[config.mk]
export PLATFORM = sky130hd
export DESIGN_NAME = crc8_frame_ctrl
export DESIGN_NICKNAME = d
export VERILOG_FILES = /design/src/rtl/crc8_pkg.sv /design/src/rtl/crc8_bit_engine.sv /design/src/rtl/crc8_frame_ctrl.sv
export SDC_FILE = /design/constraint.sdc
export NUM_CORES = 1
export LEC_CHECK = 0
export CORE_MARGIN = 3
export CORE_UTILIZATION = 47
export CTS_CLUSTER_SIZE = 14
export DETAILED_ROUTE_END_ITERATION = 8
export PLACE_DENSITY_LB_ADDON = 0.3
export SLEW_MARGIN = 20
export SYNTH_ARGS = -nofsm -noshare
export SYNTH_HDL_FRONTEND = slang
export SYNTH_SLANG_ARGS = --single-unit
export TNS_END_PERCENT = 30
[constraint.sdc]
create_clock -name CLK -period 1.4 [get_ports CLK]
set_clock_uncertainty 0.1 [all_clocks]
set_input_delay 0.28 -clock CLK [delete_from_list [all_inputs] [get_ports CLK]]
set_output_delay 0.28 -clock CLK [all_outputs]
set_load 0.005 [all_outputs]
[src/rtl/crc8_pkg.sv]
// crc8_pkg: shared definitions for the byte-serial CRC-8 controller.
//   - default polynomial / init value for the engine
//   - controller state encoding
//   - mode encoding (generate / check)
//   - crc8_step: one MSB-first engine update
package crc8_pkg;

   localparam logic [7:0] CRC8_POLY_D5 = 8'hD5;
   localparam logic [7:0] CRC8_INIT    = 8'h00;

   localparam logic MODE_GEN = 1'b0;
   localparam logic MODE_CHK = 1'b1;

   typedef enum logic [1:0] {
      ST_IDLE   = 2'd0,
      ST_SHIFT  = 2'd1,
      ST_FINISH = 2'd2
   } state_t;

   // One bit of the CRC: the incoming bit is folded into the MSB, and the
   // polynomial (bit 8 implicit) is XORed in when the result is 1.
   function automatic logic [7:0] crc8_step(input logic [7:0] crc,
                                            input logic       bitval,
                                            input logic [7:0] poly);
      logic fb;
      fb = bitval ^ crc[7];
      return {crc[6:0], 1'b0} ^ (fb ? poly : 8'h00);
   endfunction

endpackage

[src/rtl/crc8_bit_engine.sv]
// crc8_bit_engine: bit-serial CRC-8 register.
//   CLK     in   system clock
//   RESET   in   synchronous active-high reset, loads INIT
//   CLEAR   in   synchronous load of INIT (wins over ENABLE)
//   ENABLE  in   apply one bit update with BITVAL
//   BITVAL  in   next message bit, MSB-first
//   CRC     out  current register value
module crc8_bit_engine
   import crc8_pkg::*;
#(
   parameter logic [7:0] POLY = CRC8_POLY_D5,
   parameter logic [7:0] INIT = CRC8_INIT
) (
   input  logic       CLK,
   input  logic       RESET,
   input  logic       CLEAR,
   input  logic       ENABLE,
   input  logic       BITVAL,
   output logic [7:0] CRC
);

   logic [7:0] crc_q;
   logic [7:0] crc_d;

   always_comb begin
      crc_d = crc_q;
      if (CLEAR) begin
         crc_d = INIT;
      end else if (ENABLE) begin
         crc_d = crc8_step(crc_q, BITVAL, POLY);
      end
   end

   always_ff @(posedge CLK) begin
      if (RESET) begin
         crc_q <= INIT;
      end else begin
         crc_q <= crc_d;
      end
   end

   assign CRC = crc_q;

endmodule

[src/rtl/crc8_frame_ctrl.sv]
// crc8_frame_ctrl: byte-level sequencer for the bit-serial CRC-8 engine.
// Accepts framed bytes over valid/ready, shifts each byte MSB-first into the
// engine over 8 cycles, and reports the frame result (generate or check).
//   CLK, RESET         clock, synchronous active-high reset
//   DIN[7:0]           data byte (in check mode the last byte is the CRC)
//   DIN_VALID/READY    byte handshake
//   DIN_LAST           marks the final byte of a frame
//   MODE               0 = generate, 1 = check; taken from the first byte
//   ABORT              drop the current frame, no DONE
//   BUSY               a frame is open
//   DONE               one-cycle end-of-frame pulse
//   CRC_OUT, CRC_OK    frame result, held until the next frame starts
module crc8_frame_ctrl
   import crc8_pkg::*;
#(
   parameter logic [7:0] POLY = CRC8_POLY_D5,
   parameter logic [7:0] INIT = CRC8_INIT
) (
   input  logic       CLK,
   input  logic       RESET,
   input  logic [7:0] DIN,
   input  logic       DIN_VALID,
   input  logic       DIN_LAST,
   output logic       DIN_READY,
   input  logic       MODE,
   input  logic       ABORT,
   output logic       BUSY,
   output logic       DONE,
   output logic [7:0] CRC_OUT,
   output logic       CRC_OK
);

   state_t     state_q, state_d;
   logic [7:0] shreg_q, shreg_d;
   logic [2:0] cnt_q, cnt_d;
   logic       last_q, last_d;
   logic       mode_q, mode_d;
   logic       busy_q, busy_d;
   logic [7:0] crc_out_q, crc_out_d;
   logic       crc_ok_q, crc_ok_d;

   logic       eng_clear;
   logic       eng_enable;
   logic [7:0] eng_crc;
   logic       done;

   crc8_bit_engine #(
      .POLY(POLY),
      .INIT(INIT)
   ) u_engine (
      .CLK    (CLK),
      .RESET  (RESET),
      .CLEAR  (eng_clear),
      .ENABLE (eng_enable),
      .BITVAL (shreg_q[7]),
      .CRC    (eng_crc)
   );

   always_comb begin
      state_d    = state_q;
      shreg_d    = shreg_q;
      cnt_d      = cnt_q;
      last_d     = last_q;
      mode_d     = mode_q;
      busy_d     = busy_q;
      crc_out_d  = crc_out_q;
      crc_ok_d   = crc_ok_q;
      eng_clear  = 1'b0;
      eng_enable = 1'b0;
      done       = 1'b0;

      // ABORT overrides everything; the engine is left alone and gets
      // re-initialised by the next frame's first byte.
      if (ABORT) begin
         state_d = ST_IDLE;
         busy_d  = 1'b0;
      end else begin
         case (state_q)
            ST_IDLE: begin
               if (DIN_VALID) begin
                  shreg_d = DIN;
                  last_d  = DIN_LAST;
                  cnt_d   = 3'd7;
                  state_d = ST_SHIFT;
                  // busy_q low here means this byte opens a new frame.
                  if (!busy_q) begin
                     eng_clear = 1'b1;
                     mode_d    = MODE;
                     busy_d    = 1'b1;
                     crc_out_d = 8'h00;
                     crc_ok_d  = 1'b0;
                  end
               end
            end
            ST_SHIFT: begin
               eng_enable = 1'b1;
               shreg_d    = {shreg_q[6:0], 1'b0};
               cnt_d      = cnt_q - 3'd1;
               if (cnt_q == 3'd0) begin
                  state_d = last_q ? ST_FINISH : ST_IDLE;
               end
            end
            ST_FINISH: begin
               done      = 1'b1;
               crc_out_d = eng_crc;
               crc_ok_d  = (mode_q == MODE_CHK) && (eng_crc == 8'h00);
               busy_d    = 1'b0;
               state_d   = ST_IDLE;
            end
            default: begin
               state_d = ST_IDLE;
            end
         endcase
      end
   end

   always_ff @(posedge CLK) begin
      if (RESET) begin
         state_q   <= ST_IDLE;
         shreg_q   <= 8'h00;
         cnt_q     <= 3'd0;
         last_q    <= 1'b0;
         mode_q    <= 1'b0;
         busy_q    <= 1'b0;
         crc_out_q <= 8'h00;
         crc_ok_q  <= 1'b0;
      end else begin
         state_q   <= state_d;
         shreg_q   <= shreg_d;
         cnt_q     <= cnt_d;
         last_q    <= last_d;
         mode_q    <= mode_d;
         busy_q    <= busy_d;
         crc_out_q <= crc_out_d;
         crc_ok_q  <= crc_ok_d;
      end
   end

   assign DIN_READY = (state_q == ST_IDLE);
   assign BUSY      = busy_q;
   assign DONE      = done;
   // The result must already be visible in the DONE cycle, so bypass the
   // result registers while FINISH is loading them.
   assign CRC_OUT   = done ? crc_out_d : crc_out_q;
   assign CRC_OK    = done ? crc_ok_d  : crc_ok_q;

endmodule
==> flow_summary.yaml <==
clocking:
  cts_tree: "done"
  cts-root-buf: "clkbuf_4"
  cts_made_buffers: 5
  clkLatencyLatePin_ns: 0.34
  htree_levels: 2
  clockBufferDepth: 2
  clkSinkCount: 33
  clk_pin_slew_ns: 0.09
worst_setup_path:
  crit_arrival_ns: 1.55
  critPathMaxFanout: 6
  crit_type: "flop to output pin"
  cp-end-kind: "output pin"
  crit_required_ns: 1.02
  start_kind: "flop"
die:
  die_h_um: 64.0
  start_util_pct: 50.5
  die_x_um: 64.0
  io_pins: 26
  die_area_sq_um: 4090
  core_area_sq_um: 3130
  num_rows: 20
synthesis:
  netlist_instances: 166
  synth_largest_area_cell: "dfxtp_1"
  synthTopCellsByArea: "dfxtp_1 (42%), mux2i_1 (7.0%), nor2_1 (6.4%)"
  yosysSeqAreaShare_pct: 41.8
  synth_top_cell_area_share_pct: 41.8
  syn-num-nets: 182
  ys_seq_elements: 33
  ys_warn_count: 0
  synth.avg_cell_area_sq_um: 9.52
  syn-cell-area_sq_um: 1580
  yosysUniqueCellTypes: 36
layout:
  drive_gt1_share_pct: 35.9
  areaGrowthSynthToFinish_pct: 44.0
  diodes: 0
  nets: 235
timing:
  drv_slew: 0
  finalHoldViolations: 0
  fin_crit_ns: 1.93
  finalSetupViolations: 29
  worst_slack_ns: -0.530
  setup_tns_ns: -5.38
  worst_pin_slew_ns: 0.287
  rsz0062_at_grt: "yes"
  max_freq_mhz: 518
  relSlewSlack_pct: 80.8
  fin_crit_sh_pct: 138
routing:
  vias: 1359
  vias_per_cell: 5.15
  drt-initial-drc-count: 88
  ant_nets: 0
  drt-total-wl_mm: 3.83
  dr.pass1.iters: 4
  drcViolationCount: 0
  wl_per_cell_um: 14.5
hold_path:
  hold_path_class: "flop to flop"
placed_design:
  hpwlAfterDp_mm: 2.59
  gp_congestion: 0.761
  portBuffers: 25
  pre_cts_ws_ns: -0.868
global_routing:
  grt_max_degree: 20
  grt_usage_pct: 20.9
  grt_pass1_vias: 1338
  grt_antenna_before_repair: 0
  gr-total-overflow: 0
  grt_pass1_wl_mm: 6.50
power:
  peakVddDrop_v: 0.000631
  total_power_w: 0.00201
  power_density_nw_per_um2: 882
  power.leakage_nw: 0.958
status:
  status: "finished with violations"
  violations: "setup timing"
job:
  max-cap-violations: 0
-- worst max-delay path, cell delays in order (launching register included) --
cell and delay [ns]:
dfxtp_2 0.33, nand2b_4 0.15, nor2_4 0.15, clkbuf_16 0.17, mux2_4 0.30, buf_6 0.11
-- cell type report --
cell class	instances	area (sq um)
inverter	5	18.8
clock buffer	7	55.1
tap	44	55.1
sequential	33	667
clock inverter	1	30.0
fill	224	852
timing repair buffer	57	561
multi-input combinational	117	890
-- layout by cell type (no fill, tap or decap), drive strengths merged, types with 2 or more instances in the layout --
cell / instances
buf: 41
dfxtp: 33
nor2: 29
nand2: 14
clkdlybuf4s50: 13
mux2i: 11
a211oi: 10
clkbuf: 9
mux2: 8
a21oi: 8
a22oi: 8
xor2: 6
inv: 5
nor3: 4
nand2b: 4
nor4: 2
nand3: 2
ha: 2
or2: 2
-- final timing paths --
check	to	slack [ns]	startpoint	cells after the start
setup reg to reg	crc_out_q[4]$_SDFF_PP0_	-0.03	state_q[0]$_SDFFE_PP0P_	7
hold / removal	state_q[1]$_SDFFE_PP0P_	0.36	last_q$_SDFFE_PP0P_	2
hold reg to reg	state_q[1]$_SDFFE_PP0P_	0.36	last_q$_SDFFE_PP0P_	2
setup / recovery	CRC_OUT[7]	-0.53	state_q[0]$_SDFFE_PP0P_	5
-- cell families (layout without fill, tap and decap cells) --
family | count (synthesis) | after routing | synth area share, %
compound gates | 28 | 28 | 12.3
fa+ha+maj | 2 | 2 | 1.58
buf+inv | 16 | 70 | 6.73
simple gates | 62 | 62 | 21.1
xor+xnor | 6 | 6 | 3.80
mux | 19 | 19 | 12.7
flops | 33 | 33 | 41.8
-- cells in the mapped netlist --
cell      count
or2_1         1
nor3_4        1
xor2_2        1
nor4_2        1
nand2b_1      1
nor2b_1       1
or2_0         1
nor4_1        1
buf_4         2
xor2_1        5
a211oi_2      1
nor3b_4       1
nand2_1      14
mux2i_1      11
dfxtp_1      33
nor2_4        1
buf_2         1
nand3_1       2
clkbuf_1      3
a21oi_1       8
nand2b_2      1
ha_1          2
a211oi_1      9
mux2_2        8
nor2_2        1
nand2b_4      2
inv_1         5
nand4b_1      1
buf_6         5
o21ai_1       1
or3_1         1
nor2_1       27
a22oi_1       8
o41ai_1       1
nand3b_1      1
nor3_1        3
-- sequential cells by signal (all words and copies together), names as in the netlist --
signal / flops
BUSY: 1
crc_out_q: 8
state_q: 2
cnt_q: 3
mode_q: 1
crc_ok_q: 1
shreg_q: 8
u_engine.CRC: 8
last_q: 1
-- repair_timing --
item,CTS,global route
setup buffers,3,2
hold buffers,0,0
endpoints found under the setup margin,29,34
resized for setup,65,14
pin swaps,3,2
cloned,1,0
-- through the flow --
step                hold WS, ns  area (sq um)  utilization (%)  cells
CTS                       0.365          2220             71.0    262
global route              0.383          2280             72.8    264
detailed placement        0.354          2020             64.5    250
global placement          0.336          2020             64.5    250
finish                    0.358          2280             72.8    264
floorplan                 0.321          1580                -    166
-- layer usage --
layer | part of all wire [%] | wire length, um | global-route usage [%] | vias to the layer above
met5 | 0 | 0 | 0 | -
met4 | 1.6 | 60 | 8.09 | 0
met3 | 2.8 | 109 | 7.03 | 7
met2 | 49 | 1880 | 32.8 | 20
met1 | 46 | 1780 | 26.2 | 657
li1 | - | - | - | 675
-- power by group --
part           internal (W)  switching (W)
registers          0.000971      0.0000200
clock network      0.000427       0.000331
logic              0.000136       0.000124
total               0.00153       0.000475
No activity file was read; power rests on OpenSTA's default activity.
